--- src/rtl/vga_timing_pkg.sv ---
// -----------------------------------------------------------------------------
// vga_timing_pkg
// Shared 640x480@60 timing constants and the vertical region encoding used by
// vga_v_fsm and vga_sync_gen.
//   - H_*/V_* default timings and derived totals
//   - 10-bit region boundaries for the horizontal decode and vertical FSM
//   - v_state_t: 2-bit vertical region state
// -----------------------------------------------------------------------------
package vga_timing_pkg;

   // Horizontal timing, in pixel clocks.
   localparam int unsigned H_VISIBLE = 640;
   localparam int unsigned H_FP      = 16;
   localparam int unsigned H_SYNC    = 96;
   localparam int unsigned H_BP      = 48;
   localparam int unsigned H_TOTAL   = H_VISIBLE + H_FP + H_SYNC + H_BP;

   // Vertical timing, in lines. The sync width carries a suffix because the
   // bare name V_SYNC is taken by the vertical state literal below.
   localparam int unsigned V_VISIBLE    = 480;
   localparam int unsigned V_FP         = 10;
   localparam int unsigned V_SYNC_LINES = 2;
   localparam int unsigned V_BP         = 33;
   localparam int unsigned V_TOTAL      = V_VISIBLE + V_FP + V_SYNC_LINES + V_BP;

   // 10-bit boundaries so every comparison against a counter is same-width.
   // Sync end bounds are exclusive.
   localparam logic [9:0] H_VIS_END     = 10'(H_VISIBLE);
   localparam logic [9:0] HS_START      = 10'(H_VISIBLE + H_FP);
   localparam logic [9:0] HS_END        = 10'(H_VISIBLE + H_FP + H_SYNC);
   localparam logic [9:0] V_FRONT_START = 10'(V_VISIBLE);
   localparam logic [9:0] V_SYNC_START  = 10'(V_VISIBLE + V_FP);
   localparam logic [9:0] V_BACK_START  = 10'(V_VISIBLE + V_FP + V_SYNC_LINES);
   localparam logic [9:0] V_LAST        = 10'(V_TOTAL - 1);

   typedef enum logic [1:0] {
      V_ACTIVE = 2'd0,
      V_FRONT  = 2'd1,
      V_SYNC   = 2'd2,
      V_BACK   = 2'd3
   } v_state_t;

   // Half-open range test [lo, hi) on unsigned 10-bit values.
   function automatic logic in_range(input logic [9:0] value,
                                     input logic [9:0] lo,
                                     input logic [9:0] hi);
      return (value >= lo) && (value < hi);
   endfunction

endpackage

--- src/rtl/vga_v_fsm.sv ---
// -----------------------------------------------------------------------------
// vga_v_fsm
// Vertical line counter and vertical region FSM. Advances one line per trig_v
// pulse, wrapping at V_TOTAL-1, and tracks which vertical region the next line
// falls in. Region changes happen only on the boundary lines, so the FSM
// follows the counter as long as lines advance one at a time from reset.
// Ports:
//   clk, rst_n   pixel clock, synchronous active-low reset
//   trig_v       line-advance pulse (authoritative, any h position)
//   v_count      registered current line, 0..V_TOTAL-1
//   v_next       line count after this edge (combinational)
//   state_next   vertical region after this edge (combinational)
//   wrap         this edge wraps V_TOTAL-1 -> 0 (combinational)
// -----------------------------------------------------------------------------
module vga_v_fsm
   import vga_timing_pkg::*;
(
   input  logic       clk,
   input  logic       rst_n,
   input  logic       trig_v,
   output logic [9:0] v_count,
   output logic [9:0] v_next,
   output v_state_t   state_next,
   output logic       wrap
);

   v_state_t state;

   // Line counter next value.
   always_comb begin
      wrap   = trig_v && (v_count == V_LAST);
      v_next = v_count;
      if (trig_v) begin
         v_next = wrap ? '0 : v_count + 10'd1;
      end
   end

   // Region FSM next state, keyed on the line being entered.
   always_comb begin
      // NOTE: default assignment first, so any path that matches no boundary
      // holds the state instead of inferring a latch.
      state_next = state;
      if (trig_v) begin
         if (v_next == '0) begin
            state_next = V_ACTIVE;
         end else if (v_next == V_FRONT_START) begin
            state_next = V_FRONT;
         end else if (v_next == V_SYNC_START) begin
            state_next = V_SYNC;
         end else if (v_next == V_BACK_START) begin
            state_next = V_BACK;
         end
      end
   end

   always_ff @(posedge clk) begin
      // NOTE: non-blocking assignments, so every register here samples the
      // values that existed before this edge regardless of statement order.
      if (!rst_n) begin
         v_count <= '0;
         state   <= V_ACTIVE;
      end else begin
         v_count <= v_next;
         state   <= state_next;
      end
   end

endmodule

--- src/rtl/vga_sync_gen.sv ---
// -----------------------------------------------------------------------------
// vga_sync_gen
// Sync/blanking generator downstream of a free-running horizontal counter.
// Owns the vertical counter (vga_v_fsm) and registers every output, so the
// sync pins and pixel coordinates are glitch-free with one cycle of latency.
// Out-of-range h_count (>= H_TOTAL) falls outside both the visible and hsync
// windows and therefore reads as blanking.
// Ports:
//   clk, rst_n   pixel clock, synchronous active-low reset
//   h_count      horizontal position from the upstream counter
//   trig_v       line-advance pulse, coincident with h_count == 0
//   hsync_n      horizontal sync, active low
//   vsync_n      vertical sync, active low
//   video_on     inside the visible window
//   pixel_x/y    visible column/row, 0 while blanking
//   v_count      current line, 0..V_TOTAL-1
//   frame_end    one-cycle pulse on vertical wrap
// -----------------------------------------------------------------------------
module vga_sync_gen
   import vga_timing_pkg::*;
(
   input  logic       clk,
   input  logic       rst_n,
   input  logic [9:0] h_count,
   input  logic       trig_v,
   output logic       hsync_n,
   output logic       vsync_n,
   output logic       video_on,
   output logic [9:0] pixel_x,
   output logic [9:0] pixel_y,
   output logic [9:0] v_count,
   output logic       frame_end
);

   // Both counters are 10 bits wide; refuse to elaborate a timing that
   // would not fit.
   if (H_TOTAL > 1024 || V_TOTAL > 1024) begin : g_timing_too_wide
      $error("vga_sync_gen: H_TOTAL or V_TOTAL exceeds the 10-bit counter range");
   end

   logic [9:0] v_next;
   v_state_t   v_state_next;
   logic       v_wrap;

   vga_v_fsm u_v_fsm (
      .clk        (clk),
      .rst_n      (rst_n),
      .trig_v     (trig_v),
      .v_count    (v_count),
      .v_next     (v_next),
      .state_next (v_state_next),
      .wrap       (v_wrap)
   );

   // Horizontal decode on the sampled h_count, combined with the vertical
   // region the line is moving into at this same edge.
   logic in_hsync;
   logic video_d;

   always_comb begin
      in_hsync = in_range(h_count, HS_START, HS_END);
      video_d  = (h_count < H_VIS_END) && (v_state_next == V_ACTIVE);
   end

   always_ff @(posedge clk) begin
      if (!rst_n) begin
         hsync_n   <= 1'b1;
         vsync_n   <= 1'b1;
         video_on  <= 1'b0;
         pixel_x   <= '0;
         pixel_y   <= '0;
         frame_end <= 1'b0;
      end else begin
         hsync_n   <= !in_hsync;
         vsync_n   <= (v_state_next != V_SYNC);
         video_on  <= video_d;
         pixel_x   <= video_d ? h_count : '0;
         pixel_y   <= video_d ? v_next  : '0;
         frame_end <= v_wrap;
      end
   end

endmodule
--- config.mk ---
export PLATFORM = sky130hd
export DESIGN_NAME = vga_sync_gen
export DESIGN_NICKNAME = d
export VERILOG_FILES = /design/src/rtl/vga_timing_pkg.sv /design/src/rtl/vga_v_fsm.sv /design/src/rtl/vga_sync_gen.sv
export SDC_FILE = /design/constraint.sdc
export NUM_CORES = 1
export LEC_CHECK = 0
export CAP_MARGIN = 10
export CORE_MARGIN = 1.5
export CORE_UTILIZATION = 52
export DETAILED_ROUTE_END_ITERATION = 8
export GPL_TIMING_DRIVEN = 0
export HOLD_SLACK_MARGIN = 0.06
export PLACE_DENSITY = 0.95
export SETUP_SLACK_MARGIN = 0.02
export SLEW_MARGIN = 40
export SYNTH_ARGS = -nofsm -noshare
export SYNTH_HDL_FRONTEND = slang
export SYNTH_HIERARCHICAL = 1
export SYNTH_SLANG_ARGS = --single-unit
--- constraint.sdc ---
create_clock -name clk -period 7.1 [get_ports clk]
set_clock_uncertainty 0.2 [all_clocks]
set_input_delay 0.71 -clock clk [delete_from_list [all_inputs] [get_ports clk]]
set_output_delay 0.71 -clock clk [all_outputs]
set_load 0.1 [all_outputs]
-- Yosys cells after proc, flatten, opt, wreduce, memory -nomap -nowiden
Index checks and enable logic that the tools add are counted.
- add/subtract/negate cells: 1
- $lt $le $gt $ge: 3
- eq/ne operators: 5
- multiplexer cells: 7
- reduce and logical (&&, ||, !) cells: 7
- operators by type and width (cell ; number):
    $eq 10x9->1 const B ; 3
    $lt 10x10->1 const B ; 2
    $mux 10 ; 2
    $add 10x1->10 const B ; 1
    $eq 10x10->1 const B ; 1
    $ge 10x10->1 const B ; 1
    $logic_not 10->1 ; 1
    $mux 2 ; 5
    $logic_and 1x1->1 ; 3
    $logic_not 2->1 ; 1
    $ne 2x2->1 const B ; 1
    $reduce_and 2->1 ; 1
    $logic_not 1->1 ; 1
- flip-flop bits (word level): 36
- input port bits: 13
- output and inout bits: 34

-- Longest topological paths before layout
Gate-level depths: netlist (run 1).
- word-level depth: 13
- depth in mapped cells: 12

-- By module
Netlist (run 1), hierarchy kept.
- modules (own cells, without submodules) (module ; times used ; cells an instance ; area each (um^2) ; sequential area each (um^2)):
    vga_v_fsm ; 1 ; 125 ; 988.4 ; 240.2
    vga_sync_gen ; 1 ; 57 ; 828.3 ; 480.5

-- Worst setup path before layout (run 1)
OpenSTA, ideal clock, no wires.
- path type: reg2reg
- from: register u_v_fsm.v_count[0]
- to: register pixel_x[0]
- setup time: 0.072 ns
- data arrival time: 3.492 ns
- setup slack: 3.335 ns
- cell stages (with the launch flop): 12
- period minus slack after synthesis: 3.765 ns
- path through: dfxtp_1 > ha_1 > clkbuf_1 > xor2_1 > or3_1 > o21ai_0 > a41oi_1 > o41ai_4 > nor2_1 > or3b_4 > buf_6 > nor3b_2
- longest elaborated chain between the ends: 13
- RTL lines (element ; line ; text):
    start, declared ; vga_v_fsm.sv:21 ; output logic [9:0] v_count,
    start signal, assigned ; vga_v_fsm.sv:63 ; v_count <= v_next;
    parallel branches: the longest is 3 deep, another holds $add 10x1->10 ; n/a ;
    $mux 10 (*) ; vga_v_fsm.sv:33 ; if (trig_v) begin
    $eq 10x9->1 ; vga_v_fsm.sv:50 ; end else if (v_next == V_BACK_START) begin
    $mux 2 ; vga_v_fsm.sv:50 ;
    $mux 2 ; vga_v_fsm.sv:48 ; end else if (v_next == V_SYNC_START) begin
    $mux 2 ; vga_v_fsm.sv:46 ; end else if (v_next == V_FRONT_START) begin
    $mux 2 (*) ; vga_v_fsm.sv:44 ; if (v_next == '0) begin
    $mux 2 (*) ; vga_v_fsm.sv:43 ; if (trig_v) begin
    named net v_state_next[0] ; vga_sync_gen.sv:42 ; v_state_t v_state_next;
    $logic_not 2->1 (*) ; vga_sync_gen.sv:62 ; video_d = (h_count < H_VIS_END) && (v_state_next == V_ACTIVE);
    $logic_and 1x1->1 (*) ; vga_sync_gen.sv:62 ;
    $reduce_and 2->1 (no source line) (*) ; n/a ;
    end signal, assigned ; vga_sync_gen.sv:77 ; pixel_x <= video_d ? h_count : '0;
    end, declared ; vga_sync_gen.sv:29 ; output logic [9:0] pixel_x,
Mark *: on every way through the listed nets, which the timed path passes.
A chain may end at the register's enable or synchronous reset.

-- Worst setup path in the final report (run 1)
- from: register u_v_fsm.v_count[0]
- to: register pixel_x[1]
Same word-level chain as after synthesis.

==> results of run 1 <==
[tightest hold or removal path: cells and delay by family, from the launching register on]
kind / cells / cell delay (ns)
AO/OA/AOI/OAI: 2 / 0.18
flip-flops: 1 / 0.33
[metrics by stage]
stage	total power, µW	setup WS (ns)
2_1_floorplan	273	3.34
3_3_place_gp	295	3.41
3_5_place_dp	291	3.33
4_1_cts	410	3.45
5_1_grt	426	3.27
6_report	407	3.43
[placed cells by master, fill, tap and decap left out, drive strengths merged, types with 2 or more instances in the layout]
cell / n
a21boi: 2
a21oi: 5
a31oi: 3
a41oi: 2
and2: 12
and3: 2
and4b: 2
buf: 42
clkbuf: 11
clkdlybuf4s50: 12
dfxtp: 36
ha: 2
inv: 5
mux2i: 4
nand2: 11
nand3: 7
nand3b: 2
nand4: 5
nor2: 11
nor2b: 2
nor3: 2
nor3b: 23
o21a: 2
o21ai: 5
or3: 4
xnor2: 4
xor2: 5
[worst min path at each step]
stage	to	slack, ns	start
after CTS	u_v_fsm/state[1]	0.34	u_v_fsm/state[1]
after detailed placement	u_v_fsm/state[1]	0.32	u_v_fsm/state[1]
after global placement	u_v_fsm/state[1]	0.29	u_v_fsm/state[1]
after floorplan	u_v_fsm/state[1]	0.28	u_v_fsm/state[1]
final	u_v_fsm/state[1]	0.34	u_v_fsm/state[1]
after global routing	u_v_fsm/state[1]	0.37	u_v_fsm/state[1]
[layer usage]
metal	up-vias	GRT usage (%)	routed length, µm
met5	-	0	0
met4	0	10.3	71
met3	7	5.98	257
met2	63	37.6	1970
met1	715	25.5	1600
li1	753	-	-
[cell type report]
type / instances / area share (%)
multi-input cells: 129 / 45.1
flip-flops and latches: 36 / 32.3
repair buffers: 46 / 13.0
plain buffers: 12 / 3.20
clock buffers: 7 / 2.92
well taps: 46 / 2.58
inverters: 5 / 0.842
[state kept, by name (all words and copies together) (netlist names)]
register	cells
vsync_n	1
u_v_fsm/v_count	10
pixel_y	10
frame_end	1
pixel_x	10
video_on	1
hsync_n	1
u_v_fsm/state	2
[kinds of logic after synthesis]
family	count (synthesis)	share of synthesized area, %
AND/OR/NAND/NOR	88	36.0
adder cells (fa/ha/maj)	2	1.38
buffers and inverters	17	4.96
flip-flops	36	39.7
XOR/XNOR	9	4.34
AO/OA/AOI/OAI	26	11.4
multiplexers	4	2.20
[report_power, final]
part	internal [µW]	switching [µW]
sequential	207	2.19
clock	56.2	63.6
combinational	21.5	56.5
total	284	122
==> impl_metrics.yaml, run 1 <==
run_status:
  status: "finished, final reports clean"
die:
  num_rows: 21
  initial_utilization_pct: 54.4
  die_w_um: 62.1
  die_area_um2: 3860
  pin_count: 47
  core_um2: 3340
  die_h_um: 62.1
power_and_ir_drop:
  leakage_uw: 0.000937
  ir_drop_mv: 0.136
  powerDensity_nw_per_um2: 182
yosys:
  ys.warnings.count: 6
  syn_avg_cell_area_um2: 9.98
  syn_inst: 182
  synth_edf_count: 0
  syn_nets: 197
  synth_top_cell_by_area: "dfxtp_1"
  synth_seq_cells: 36
  synth_most_common_cell: "dfxtp_1"
  synth_seq_area_share_pct: 39.7
  synth_area_leaders: "dfxtp_1 (40%), nor3b_2 (14%), and2_1 (3.8%)"
  ys_types: 50
  yosys_most_used_dff: "dfxtp_1"
  synth.top_cell.area_share_pct: 39.7
  syn_area_um2: 1820
  synthTopCellsByCount: "dfxtp_1 (36), nor3b_2 (20), and2_1 (11), nand2_1 (11), nor2_1 (11)"
  async_flop_share_pct: 0
setup_path:
  critPathKind: "reg -> reg"
  worstSetupStartpoint: "u_v_fsm/v_count[0]"
  r2r-start: "u_v_fsm/v_count[0]"
  critPathMostFrequentCell: "nand2_1"
  crit_path_end: "pixel_x[1]"
  r2r_end: "pixel_x[1]"
  critical_path.top_delay_family: "simple AND/OR/NAND/NOR gates"
  crit_fanout: 10
  cp_cell_sequence: "ha_1 -> clkbuf_1 -> nand4_1 -> nand2_1 -> a21boi_0 -> nand2b_1 -> o311ai_1 -> nand2_1 -> or3b_4 -> buf_6 -> nor3b_2"
  crit_path_max_incr_delay_ns: 0.49
  worstPathRequired_ns: 7.16
  end_kind: "register"
  critPathLaunchType: "register"
  r2r_cells: 11
  critPathBufInv: 2
  crit_arrival_ns: 3.72
  r2r_slack_ns: 3.43
  critical_path_depth: 11
  cp_slowest_cell: "dfxtp_1"
global_route:
  grt_max_degree: 11
  grt_pass1_wl_um: 6800
  track_usage_pct: 22.0
  antenna_found_initial: 0
  grt_overflow: 0
  grt_pass1_vias: 1517
sta:
  max-slew-margin-rel_pct: 63.0
  finalHoldViolCount: 0
  period_share_pct: 51.7
  fin_crit_ns: 3.67
  drv_slew: 0
  setup_viol: 0
  hold_ws_ns: 0.340
  fmax_ghz: 0.273
  rsz0062_at_grt: "false"
  tightest_slew_ns: 0.549
  setup-tns-final_ns: 0
clocking:
  clkTransAtPathRegs_ns: 0.10
  root_buffer: "clkbuf_4"
  post_cts_buffers: 0
  cts_resized: 0
  cts.htree.levels: 2
  cts_sinks: 36
  cts_tree: "done"
  insertion_delay_ns: 0.33
  cts_max_path_buffers: 2
  cts_buffers: 5
  cts_hold_buf: 0
route:
  first_pass_iters: 4
  drt-total-wl_um: 3900
  drt_iter0_markers: 73
  viasPerCell: 5.47
  num_vias: 1538
  wire_per_inst_um: 13.9
  ant_nets: 0
  drc: 0
cells_and_area:
  final_cells: 281
  final_core_util_pct: 66.8
  antenna_cells: 0
  drive_gt1_share_pct: 32.8
  nets: 250
  area_growth_pct: 22.7
  final-seq-area_um2: 721
  multi_input_area_um2: 1010
  n_fill_cell: 259
  final_area_um2: 2230
flow_run:
  max_cap_violations: 0
hold_path:
  hp-class: "reg -> reg"
  min_path_cells: 2
placed_design:
  dpl.hpwl_um: 2900
  gp_congestion: 0.926
  place_area_um2: 2160
  dp.cells: 274
  port_buffers: 46
Note: power is estimated with default switching activity, not from simulation.
==> inputs of run 2 (changes only) <==
- CORE_UTILIZATION: 52 -> 44
- PLACE_DENSITY: 0.95 -> 0.87
- clock period: 7.1 -> 3.15 ns (I/O delays scaled with it)
==> run 2 against run 1 <==
Power is 140% higher. Hold slack got worse by 0.015 ns. Critical endpoint is now pixel_y[0]. Sequential power up 120%. Routed wire length increased by 6.3%. Utilization is 7.2 points lower. Global-route usage down 2.9 points. First-iteration DRC count fell by 23%. Maximum frequency increased by 22%. Non-clock buffer count rose by 2. Sequential cell count did not move. Largest cell class unchanged. Highest routed layer unchanged. Clock power increased to 2.8 times the previous value.
==> impl_metrics.yaml, run 2 (same netlist as run 1, synthesis figures left out) <==
power_and_ir_drop:
  p_comb_share_pct: 18.7
  p_int_uw: 698
  swShare_pct: 29.3
  leakage_uw: 0.000980
  powerDensity_nw_per_um2: 417
  ir_drop_mv: 0.334
  seqPwrFrac_pct: 47.6
  p_clk_share_pct: 33.7
  power.switching_uw: 289
die:
  die_w_um: 67.3
  num_rows: 23
  initial_utilization_pct: 45.7
  pin_count: 47
  die_area_um2: 4520
  die_h_um: 67.3
  core_um2: 3970
setup_path:
  worstPathRequired_ns: 3.16
  crit_fanout: 10
  worstSetupStartpoint: "u_v_fsm/v_count[1]"
  end_kind: "register"
  critPathLaunchType: "register"
  crit_arrival_ns: 3.02
  r2r-start: "u_v_fsm/v_count[1]"
  critPathKind: "reg -> reg"
sta:
  finalHoldViolCount: 0
  max-slew-margin-rel_pct: 67.1
  period_share_pct: 95.5
  setup_viol: 0
  setup_ws_ns: 0.142
  drv_slew: 0
  rsz0062_at_grt: "false"
  tightest_slew_ns: 0.497
  fmax_ghz: 0.332
  fin_crit_ns: 3.01
global_route:
  grtUsageMet2_pct: 32.4
  antenna_found_initial: 0
  met1_usage_pct: 21.1
  grt_overflow: 0
  grt_use_met3_pct: 6.67
  grt_busiest_layer: "met2"
  grt_pass1_wl_um: 6380
  grt_max_degree: 11
  grt_pass1_vias: 1453
  track_usage_pct: 19.1
route:
  num_vias: 1559
  first_pass_iters: 4
  viasPerCell: 5.41
  drt-total-wl_um: 4140
  wire_per_inst_um: 14.4
  ant_nets: 0
  drc: 0
  drt_iter0_markers: 56
cells_and_area:
  drive_gt1_share_pct: 42.0
  layout_common_cells: "buf_2 (36), dfxtp_1 (26), nor3b_2 (20)"
  nets: 252
  antenna_cells: 0
  final_common_cell: "buf_2"
  final_cells: 288
  top_regs: "pixel_x (10), pixel_y (10), u_v_fsm/v_count (10)"
  area_growth_pct: 30.4
hold_path:
  hp-class: "reg -> reg"
  hold_start: "u_v_fsm/state[1]"
placed_design:
  gp_congestion: 0.911
  dpl.hpwl_um: 2970
  preCtsSetupSlack_ns: -0.178
  dp.cells: 278
  port_buffers: 46
clocking:
  insertion_delay_ns: 0.29
  root_buffer: "clkbuf_8"
  cts_tree: "done"
  cts_buffers: 5
  cts_max_path_buffers: 2
  cts_sinks: 36
  cts.htree.levels: 2
  clkTransAtPathRegs_ns: 0.07
run_status:
  status: "finished, final reports clean"
flow_run:
  max_cap_violations: 0
## run 2: changes by cell type in the layout (fill, tap and decap cells not counted), sizes merged
cell / change
buf: +2
clkbuf: +1
## run 2: worst max-delay path, cell delays in order (launching register included)
cell     delay, ns
dfxtp_4       0.35
buf_6         0.13
inv_1         0.08
ha_4          0.20
or3_4         0.40
o21ai_1       0.15
a41oi_2       0.18
o41ai_4       0.38
nor2_1        0.10
or3b_4        0.42
buf_8         0.17
nor3b_4       0.16
## run 2: stage by stage
step	area (µm²)	setup TNS [ns]	utilization, %	power (µW)	hold WS [ns]
detailed placement	2200	-3.01	55.3	656	0.293
finish	2370	0	59.6	987	0.325
global route	2370	0	59.6	1020	0.336
floorplan	1840	0	-	615	0.185
global placement	2370	-2.66	59.6	665	0.293
CTS	2300	0	57.9	987	0.325
## run 2: what timing repair did
action	in CTS	in global routing
hold buffers	0	0
setup endpoints to repair	21	20
resized for setup	3	13
buffers inserted	0	3
pin swaps	1	6
## run 2: power groups by stage
stage | Clock [µW] | Sequential [µW] | Combinational (µW)
final | 333 | 470 | 184
after global routing | 355 | 471 | 194
after CTS | 341 | 470 | 177
after detailed placement | 0 | 480 | 177
after global placement | 0 | 480 | 185
after floorplan | 0 | 560 | 55.2
## run 2: routing by layer
layer | vias to the layer above | part of all wire, %
li1 | 759 | -
met1 | 727 | 41
met2 | 59 | 50
met3 | 14 | 6.8
met4 | 0 | 3.0
met5 | - | 0
## run 2: cell type report
cell class,instances,area (µm²)
buffer,11,80.1
clock buffer,8,90.1
fill,328,1600
inverter,5,18.8
multi-input combinational,129,1060
sequential,36,741
tap,50,62.6
timing repair buffer,49,313
## run 2: worst paths after layout
| kind | to | slack [ns] | depth (start not counted) |
|---|---|---|---|
| worst max-delay path | pixel_y[0] | 0.14 | 11 |
| worst min-delay path | u_v_fsm/state[1] | 0.32 | 2 |
| worst max register to register | pixel_y[0] | 0.14 | 11 |
| worst min register to register | u_v_fsm/state[1] | 0.32 | 2 |
==> inputs of run 3 (changes only) <==
- CORE_MARGIN: 1.5 -> 2
- CORE_UTILIZATION: 44 -> 52
- PLACE_DENSITY: 0.87 -> 0.95
- clock period: 3.15 -> 3.6 ns (I/O delays scaled with it)
==> run 3 against run 2 <==
Sequential cell count unchanged. Sequential share of layout area increased by 0.96 points. Power down 13%. Final area shrank 5.3%. Hold slack lost 0.0073 ns. Global-route usage increased by 2.2 points. Routed wire length decreased by 1.9%. Combinational power shrank 16%. Via count shrank 0.13%. Clock-buffer cell count is 3 lower. Critical path type unchanged. Largest power group unchanged. Highest routed layer unchanged.
==> impl_metrics.yaml, run 3 (same netlist as run 1, synthesis figures left out) <==
global_route:
  met1_usage_pct: 25.7
  grt_pass1_wl_um: 6670
  grt_pass1_vias: 1441
  grt_overflow: 0
  grt_max_degree: 13
  track_usage_pct: 21.2
  grt_use_met3_pct: 6.79
  antenna_found_initial: 0
  grt_busiest_layer: "met2"
  grtUsageMet2_pct: 35.0
run_status:
  status: "finished, final reports clean"
setup_path:
  end_kind: "register"
  crit_arrival_ns: 3.43
  r2r_cells: 11
  worstSetupStartpoint: "u_v_fsm/v_count[1]"
  critPathBufInv: 3
  critPathKind: "reg -> reg"
  critical_path.top_delay_family: "simple AND/OR/NAND/NOR gates"
  r2r-start: "u_v_fsm/v_count[1]"
  crit_fanout: 10
  crit_path_max_incr_delay_ns: 0.44
  critPathLaunchType: "register"
  cp_slowest_cell: "o41ai_4"
  r2r_end: "pixel_x[1]"
  r2r_slack_ns: 0.23
  cp_cell_sequence: "buf_2 -> inv_1 -> ha_1 -> or3_1 -> o21ai_0 -> a41oi_1 -> o41ai_4 -> nor2_1 -> or3b_4 -> buf_6 -> nor3b_2"
  worstPathRequired_ns: 3.67
placed_design:
  port_buffers: 46
  dpl.hpwl_um: 2980
  gp_congestion: 0.886
route:
  drc: 0
  num_vias: 1557
  viasPerCell: 5.54
  first_pass_iters: 4
  drt_iter0_markers: 48
  wire_per_inst_um: 14.5
  ant_nets: 0
  drt-total-wl_um: 4060
cells_and_area:
  layout_common_cells: "buf_2 (37), dfxtp_1 (34), nor3b_2 (20)"
  final_common_cell: "buf_2"
  nets: 249
  area_growth_pct: 23.5
  final_core_util_pct: 67.2
  antenna_cells: 0
  top_regs: "pixel_x (10), pixel_y (10), u_v_fsm/v_count (10)"
  drive_gt1_share_pct: 34.0
sta:
  tightest_slew_ns: 0.499
  period_share_pct: 93.5
  fmax_ghz: 0.297
  max-slew-margin-rel_pct: 67.0
  fin_crit_ns: 3.37
  setup-tns-final_ns: 0
  setup_viol: 0
  drv_slew: 0
  rsz0062_at_grt: "false"
  finalHoldViolCount: 0
die:
  pin_count: 47
  initial_utilization_pct: 54.4
  die_area_um2: 3980
  core_um2: 3340
  die_w_um: 63.1
  die_h_um: 63.1
  num_rows: 21
clocking:
  cts_resized: 0
  cts_buffers: 5
  post_cts_buffers: 0
  clkTransAtPathRegs_ns: 0.12
  insertion_delay_ns: 0.34
  cts.htree.levels: 2
  root_buffer: "clkbuf_4"
  cts_hold_buf: 0
  cts_tree: "done"
  cts_max_path_buffers: 2
  cts_sinks: 36
hold_path:
  holdPathEnd: "u_v_fsm/state[1]"
  hold_start: "u_v_fsm/state[1]"
  hp-class: "reg -> reg"
  min_path_cells: 2
power_and_ir_drop:
  powerDensity_nw_per_um2: 381
  leakage_uw: 0.000940
  ir_drop_mv: 0.339
flow_run:
  max_cap_violations: 0
-- run 3: worst min-delay path: cells and delay by family (launching register included) --
kind,cells,cell delay (ns)
flip-flops,1,0.33
AO/OA/AOI/OAI,2,0.16
-- run 3: area by class of cell --
cell class / instances / area, µm²
Inverter: 5 / 18.8
Timing Repair Buffer: 46 / 290
Buffer: 11 / 67.6
Clock buffer: 5 / 37.5
Sequential cell: 36 / 723
Tap cell: 46 / 57.6
Fill cell: 260 / 1090
Multi-Input combinational cell: 129 / 1010
Clock inverter: 3 / 42.5
-- run 3: worst max path at each step --
stage                     cells past startpoint          to  slack, ns
after global routing                         11  pixel_x[1]       0.13
after detailed placement                     10  pixel_x[1]       0.16
after CTS                                    11  pixel_x[1]       0.15
final                                        11  pixel_x[1]       0.23
after floorplan                              10  pixel_x[0]       0.08
after global placement                       11  pixel_y[2]       0.25
-- run 3: power by group --
| part | switching, µW | internal, µW |
|---|---|---|
| logic | 113 | 42.6 |
| registers | 4.35 | 408 |
| clock network | 141 | 145 |
| total | 258 | 595 |
-- run 3: metrics by stage --
step | instances | instance area [µm²] | worst slack (ns) | hold slack (ns) | power [µW]
final | 281 | 2240 | 0.234 | 0.317 | 854
after global routing | 281 | 2240 | 0.126 | 0.358 | 890
after CTS | 282 | 2250 | 0.147 | 0.314 | 858
after detailed placement | 274 | 2170 | 0.159 | 0.294 | 577
after global placement | 274 | 2340 | 0.252 | 0.292 | 582
after floorplan | 182 | 1820 | 0.0848 | 0.230 | 539
-- run 3: routing by layer --
layer | share of wire, % | vias up
li1 | - | 746
met1 | 40 | 725
met2 | 49 | 77
met3 | 9.4 | 9
met4 | 1.6 | 0
met5 | 0 | -
